File: config.mk
export PLATFORM = sky130hd
export DESIGN_NAME = psx_pixel_feeder
export DESIGN_NICKNAME = d
export VERILOG_FILES = /design/src/rtl/psx_video_pkg.sv /design/src/rtl/sync_fifo.sv /design/src/rtl/psx_pixel_feeder.sv
export SDC_FILE = /design/constraint.sdc
export NUM_CORES = 1
export LEC_CHECK = 0
export ABC_AREA = 1
export ABC_CLOCK_PERIOD_IN_PS = 3200
export CAP_MARGIN = 10
export CELL_PAD_IN_SITES_DETAIL_PLACEMENT = 2
export CELL_PAD_IN_SITES_GLOBAL_PLACEMENT = 2
export CORE_MARGIN = 4
export CORE_UTILIZATION = 40
export DETAILED_ROUTE_END_ITERATION = 16
export HOLD_SLACK_MARGIN = 0.12
export PLACE_DENSITY = 0.84
export SYNTH_ARGS = -nofsm -noshare
export SYNTH_HDL_FRONTEND = slang
export SYNTH_HIERARCHICAL = 1
export SYNTH_SLANG_ARGS = --single-unit
File: constraint.sdc
create_clock -name clk -period 3.2 [get_ports clk]
set_input_delay 0.64 -clock clk [delete_from_list [all_inputs] [get_ports clk]]
set_output_delay 0.64 -clock clk [all_outputs]
set_load 0.01 [all_outputs]
File: src/rtl/psx_video_pkg.sv
// Shared types and helpers for the PSX video path: unpacker states, RGB888 pixel,
// and RGB555 -> RGB888 expansion.
package psx_video_pkg;

  typedef enum logic [1:0] {
    W0 = 2'd0,
    W1 = 2'd1,
    W2 = 2'd2
  } unpack_state_t;

  typedef struct packed {
    logic [7:0] r;
    logic [7:0] g;
    logic [7:0] b;
  } rgb888_t;

  // Bit replication keeps 5'h00 -> 8'h00 and 5'h1F -> 8'hFF.
  function automatic logic [7:0] expand5to8(input logic [4:0] v);
    return {v, v[4:2]};
  endfunction

  function automatic rgb888_t unpack555(input logic [15:0] w);
    rgb888_t p;
    p.r = expand5to8(w[4:0]);
    p.g = expand5to8(w[9:5]);
    p.b = expand5to8(w[14:10]);
    return p;
  endfunction

endpackage

File: src/rtl/sync_fifo.sv
// Single-clock show-ahead FIFO; full/empty derive from the registered occupancy.
module sync_fifo #(
  parameter int unsigned DEPTH = 16,
  parameter int unsigned WIDTH = 16,
  parameter int unsigned LW    = $clog2(DEPTH) + 1
) (
  input  logic             clk,
  input  logic             rst,
  input  logic             clr,
  input  logic             push,
  input  logic             pop,
  input  logic [WIDTH-1:0] wdata,
  output logic [WIDTH-1:0] rdata,
  output logic             full,
  output logic             empty,
  output logic [LW-1:0]    level
);

  localparam int unsigned AW = $clog2(DEPTH);

  logic [WIDTH-1:0] mem_q [DEPTH];
  logic [AW-1:0]    wptr_q;
  logic [AW-1:0]    rptr_q;
  logic [LW-1:0]    level_q;
  logic [LW-1:0]    level_d;

  always_comb begin
    level_d = level_q;
    case ({push, pop})
      2'b10:   level_d = level_q + LW'(1);
      2'b01:   level_d = level_q - LW'(1);
      default: level_d = level_q;
    endcase
  end

  always_ff @(posedge clk) begin
    if (push) begin
      mem_q[wptr_q] <= wdata;
    end
  end

  always_ff @(posedge clk) begin
    if (rst || clr) begin
      wptr_q  <= '0;
      rptr_q  <= '0;
      level_q <= '0;
    end else begin
      if (push) wptr_q <= wptr_q + AW'(1);
      if (pop)  rptr_q <= rptr_q + AW'(1);
      level_q <= level_d;
    end
  end

  assign rdata = mem_q[rptr_q];
  assign full  = (level_q == LW'(DEPTH));
  assign empty = (level_q == '0);
  assign level = level_q;

endmodule

File: src/rtl/psx_pixel_feeder.sv
// Buffers VRAM halfwords, unpacks RGB555 or packed RGB888 pixels and feeds the
// HDMI top through a valid/ready output register; counts output underruns.
module psx_pixel_feeder
  import psx_video_pkg::*;
#(
  parameter int unsigned DEPTH = 16,
  parameter int unsigned LW    = $clog2(DEPTH) + 1
) (
  input  logic          clk,
  input  logic          rst,
  input  logic          flush,
  input  logic          depth24,
  input  logic [15:0]   in_data,
  input  logic          in_valid,
  output logic          in_rdy,
  output logic [7:0]    r,
  output logic [7:0]    g,
  output logic [7:0]    b,
  output logic          video_valid,
  input  logic          video_rdy,
  output logic [LW-1:0] level,
  output logic [15:0]   underrun_cnt
);

  logic          fifo_full;
  logic          fifo_empty;
  logic [15:0]   fifo_rdata;
  logic          push;
  logic          pop;
  logic          can_load;

  unpack_state_t state_q, state_d;
  logic          mode_q;
  logic [7:0]    r0_q, r0_d;
  logic [7:0]    g0_q, g0_d;
  logic [7:0]    r1_q, r1_d;
  rgb888_t       pix_q, pix_d;
  logic          vv_q, vv_d;
  logic          running_q;
  logic          init_q;
  logic [15:0]   under_q;

  assign push = in_valid && in_rdy && !flush;

  sync_fifo #(
    .DEPTH(DEPTH),
    .WIDTH(16),
    .LW   (LW)
  ) u_fifo (
    .clk  (clk),
    .rst  (rst),
    .clr  (flush),
    .push (push),
    .pop  (pop),
    .wdata(in_data),
    .rdata(fifo_rdata),
    .full (fifo_full),
    .empty(fifo_empty),
    .level(level)
  );

  // W0 only stashes bytes, so it may pop even while the output register is stalled.
  always_comb begin
    can_load = !vv_q || video_rdy;
    pop      = 1'b0;
    state_d  = state_q;
    r0_d     = r0_q;
    g0_d     = g0_q;
    r1_d     = r1_q;
    pix_d    = pix_q;
    vv_d     = can_load ? 1'b0 : vv_q;
    if (!mode_q) begin
      if (!fifo_empty && can_load) begin
        pop   = 1'b1;
        pix_d = unpack555(fifo_rdata);
        vv_d  = 1'b1;
      end
    end else begin
      case (state_q)
        W0: if (!fifo_empty) begin
          pop     = 1'b1;
          r0_d    = fifo_rdata[7:0];
          g0_d    = fifo_rdata[15:8];
          state_d = W1;
        end
        W1: if (!fifo_empty && can_load) begin
          pop     = 1'b1;
          pix_d   = '{r: r0_q, g: g0_q, b: fifo_rdata[7:0]};
          vv_d    = 1'b1;
          r1_d    = fifo_rdata[15:8];
          state_d = W2;
        end
        W2: if (!fifo_empty && can_load) begin
          pop     = 1'b1;
          pix_d   = '{r: r1_q, g: fifo_rdata[7:0], b: fifo_rdata[15:8]};
          vv_d    = 1'b1;
          state_d = W0;
        end
        default: state_d = W0;
      endcase
    end
  end

  always_ff @(posedge clk) begin
    if (rst || flush) begin
      state_q   <= W0;
      mode_q    <= rst ? 1'b0 : depth24;
      r0_q      <= '0;
      g0_q      <= '0;
      r1_q      <= '0;
      pix_q     <= '0;
      vv_q      <= 1'b0;
      running_q <= 1'b0;
      init_q    <= 1'b0;
      if (rst) under_q <= '0;
    end else begin
      state_q <= state_d;
      r0_q    <= r0_d;
      g0_q    <= g0_d;
      r1_q    <= r1_d;
      pix_q   <= pix_d;
      vv_q    <= vv_d;
      init_q  <= 1'b1;
      if (vv_q && video_rdy) running_q <= 1'b1;
      if (running_q && video_rdy && !vv_q && (under_q != '1)) begin
        under_q <= under_q + 16'd1;
      end
    end
  end

  assign in_rdy       = init_q && !fifo_full;
  assign r            = pix_q.r;
  assign g            = pix_q.g;
  assign b            = pix_q.b;
  assign video_valid  = vv_q;
  assign underrun_cnt = under_q;

endmodule
==> out/metrics.cfg <==
[run_status]
status=finished clean

[synthesis]
yosysTopAreaCellShare_pct=55.3
syn_nets=1494
ys_seq_area_share_pct=64.7
syn_area_sq_um=14800
synthFlopType=edfxtp_1
async_reset_ff_share_pct=0
ys_seq_elements=343
synth_edf_count=273
yosys.area.top_type=edfxtp_1
avgSynthCellArea_sq_um=10.2
synth.most_common_cell=edfxtp_1
synth.area.top_cells=edfxtp_1 55%, dfxtp_1 9.4%, nand2_1 5.6%
synth_cells=1457
synth.distinct_cells=29
synth_commonest_cells=273 x edfxtp_1, 222 x nand2_1, 207 x inv_1, 136 x nor2_1, 134 x o21ai_0
ys_warn_count=6

[route]
dr.pass1.iters=5
final_antenna_net_count=0
drt_wl_total_microns=46700
routed_via_density=5.46
drtIter0Drc=739
drc=0
avgRoutedWirePerCell_microns=23.0
vias=11100

[critical_path]
cp_slowest_cell=dfxtp_1
reg2reg_setup_slack_ns=0.34
startpoint_type=register
worstPathMaxFanout=6
cp.required_ns=3.63
worst-path-stages=16
worstPathArrival_ns=3.29
critPathKind=register to register
critPathTopFamily=simple AND/OR/NAND/NOR gates
reg2reg_depth=16
cp_slowest_stage_delay_ns=0.46
critPathBufInv=3
path_cells=nor2_1, nand3_1, nor2_2, nor2_2, nand2_1, a21oi_1, ha_2, nand2_1, inv_1, nor2_1, ha_1, inv_1, nand2_1, xor2_1, o21ai_0, inv_1
cp-end-kind=register

[global_route]
overflow=0
grt_max_degree=69
grt_pass1_vias=12500
antenna_found_initial=0
grt_pass1_wl_microns=72700
groute.usage.overall_pct=23.0

[sta]
setup_viol=0
timing.fmax_mhz=349
max_slew_margin_pct=40.9
setup-tns-final_ns=0
slew_violations=0
finalHoldViolations=0
period_share_pct=89.5
rsz0062_at_grt=false
tightest_slew_ns=0.884
timing.clock.skew_ns=0.0241
fin_hold_ws_ns=0.450
period_needed_ns=2.86

[placement]
dp.cells=1964
dp_hpwl_microns=30500
port_buffers=68
placed_cell_area_sq_um=16100
finalWeightedCongestion=0.792

[layout]
fin_area_sq_um=17400
layout.cells.non_filler=2034
antenna_cells=0
drive_gt1_share_pct=8.37
fillerInstances=3731
syn2layout_area_growth_pct=17.4
final_nets=1574

[floorplan]
initial_utilization_pct=40.5
coreArea_sq_um=36600
die_area_sq_um=40200
die_x_microns=201
dieHeight_microns=201
io_pins=69
num_rows=70

[clock_tree]
cts_num_sinks=343
cts_inserted_buffers=39
cts_max_level=2
clockRootBuffer=clkbuf_16
clk-insertion-delay-late_ns=0.55
cts_tree=yes
cts_buffer_depth=3
ctsHoldBuffers=0
post_cts_buffers=0
clk_pin_slew_ns=0.06

[pwr]
vdd_drop_max_v=0.000556
power_mw=12.3
power_density_nw_per_um2=704
leakagePower_nw=6.39

[min_path]
hold_depth=2
hold_class=register to register

[job]
maxCapViolations=0

registers in the layout, indices dropped and copies added, names as in the netlist, named ones only:
name           cells
g                  8
r0_q               8
u_fifo/mem_q     256
state_q            2
u_fifo/rptr_q      4
running_q          1
mode_q             1
u_fifo/level       5
init_q             1
video_valid        1
b                  8
r1_q               8
g0_q               8
r                  8
u_fifo/wptr_q      4
underrun_cnt      16
final timing paths:
check,end,start
worst max-delay path,u_fifo/level[2],u_fifo/level[1]
worst min register to register,r1_q[5],r1_q[5]
worst min-delay path,r1_q[5],r1_q[5]
worst max register to register,u_fifo/level[2],u_fifo/level[1]
kinds of logic after synthesis:
kind of cell | after synthesis | synth area share, %
simple gates | 495 | 13.7
fa+ha+maj | 15 | 1.27
xor+xnor | 4 | 0.236
flops | 343 | 64.7
compound gates | 314 | 11.8
buf+inv | 286 | 8.25
worst reg2reg max path: stages (launching register included):
cell     delay, ns
dfxtp_1       0.46
nor2_1        0.09
nand3_1       0.16
nor2_2        0.08
nor2_2        0.15
nand2_1       0.10
a21oi_1       0.24
ha_2          0.31
nand2_1       0.09
inv_1         0.10
nor2_1        0.07
ha_1          0.20
inv_1         0.07
nand2_1       0.10
xor2_1        0.18
o21ai_0       0.24
inv_1         0.08
report_power, final:
group	total (mW)	switching (mW)	leakage (nW)	internal [mW]
clock network	4.43	1.84	0.624	2.59
logic	2.74	1.84	2.72	0.901
registers	5.08	0.138	3.04	4.95
placed cells by master, fill, tap and decap left out, types with 2 or more instances in the layout:
master           synthesis  layout
edfxtp_1               273     273
o21ai_0                134     134
nand2_1                222     222
clkbuf_1                28       4
ha_1                    15      14
clkinv_2                 0       8
o211ai_1                64      64
clkinv_1                 0       8
buf_12                   0       5
clkdlybuf4s50_1          0      68
nor3_1                   4       4
nor2_1                 136     118
xor2_1                   4       4
bufinv_16                0       2
clkbuf_16                0      42
inv_1                  207     207
clkbuf_8                 0       2
buf_4                    6      44
nand4_1                  4       4
dfxtp_4                  0       2
nor2_2                   1      18
dfxtp_1                 70      68
a21oi_1                110     110
o21bai_1                 2       2
nand3_1                126     126
area by class of cell:
| cell class | count | area [sq um] | share of cell area [%] |
|---|---|---|---|
| repair buffers | 117 | 1110 | 6.38 |
| multi-input cells | 828 | 4070 | 23.4 |
| inverters | 208 | 781 | 4.48 |
| clock inverters | 22 | 171 | 0.984 |
| flip-flops and latches | 343 | 9610 | 55.2 |
| well taps | 468 | 586 | 3.36 |
| clock buffers | 48 | 1090 | 6.28 |
per-layer routing:
layer	routed length, microns	up-vias	GRT usage, %
li1	-	5100	-
met1	19200	5683	27.7
met2	24600	242	42.8
met3	1700	76	3.18
met4	1240	0	6.74
met5	0	-	0
what timing repair did:
action                                  4_1_cts  5_1_grt
resized for setup                             0        2
hold endpoints to repair                      0        0
endpoints found under the setup margin        0        1
per-stage QoR:
stage          utilization (%)  setup WS, ns
3_5_place_dp              44.1       -0.0325
6_report                  47.6         0.335
4_1_cts                   47.6         0.272
3_3_place_gp              44.1         0.284
5_1_grt                   47.6        0.0556
2_1_floorplan                -         0.289
Note: power is estimated with default switching activity, not from simulation.
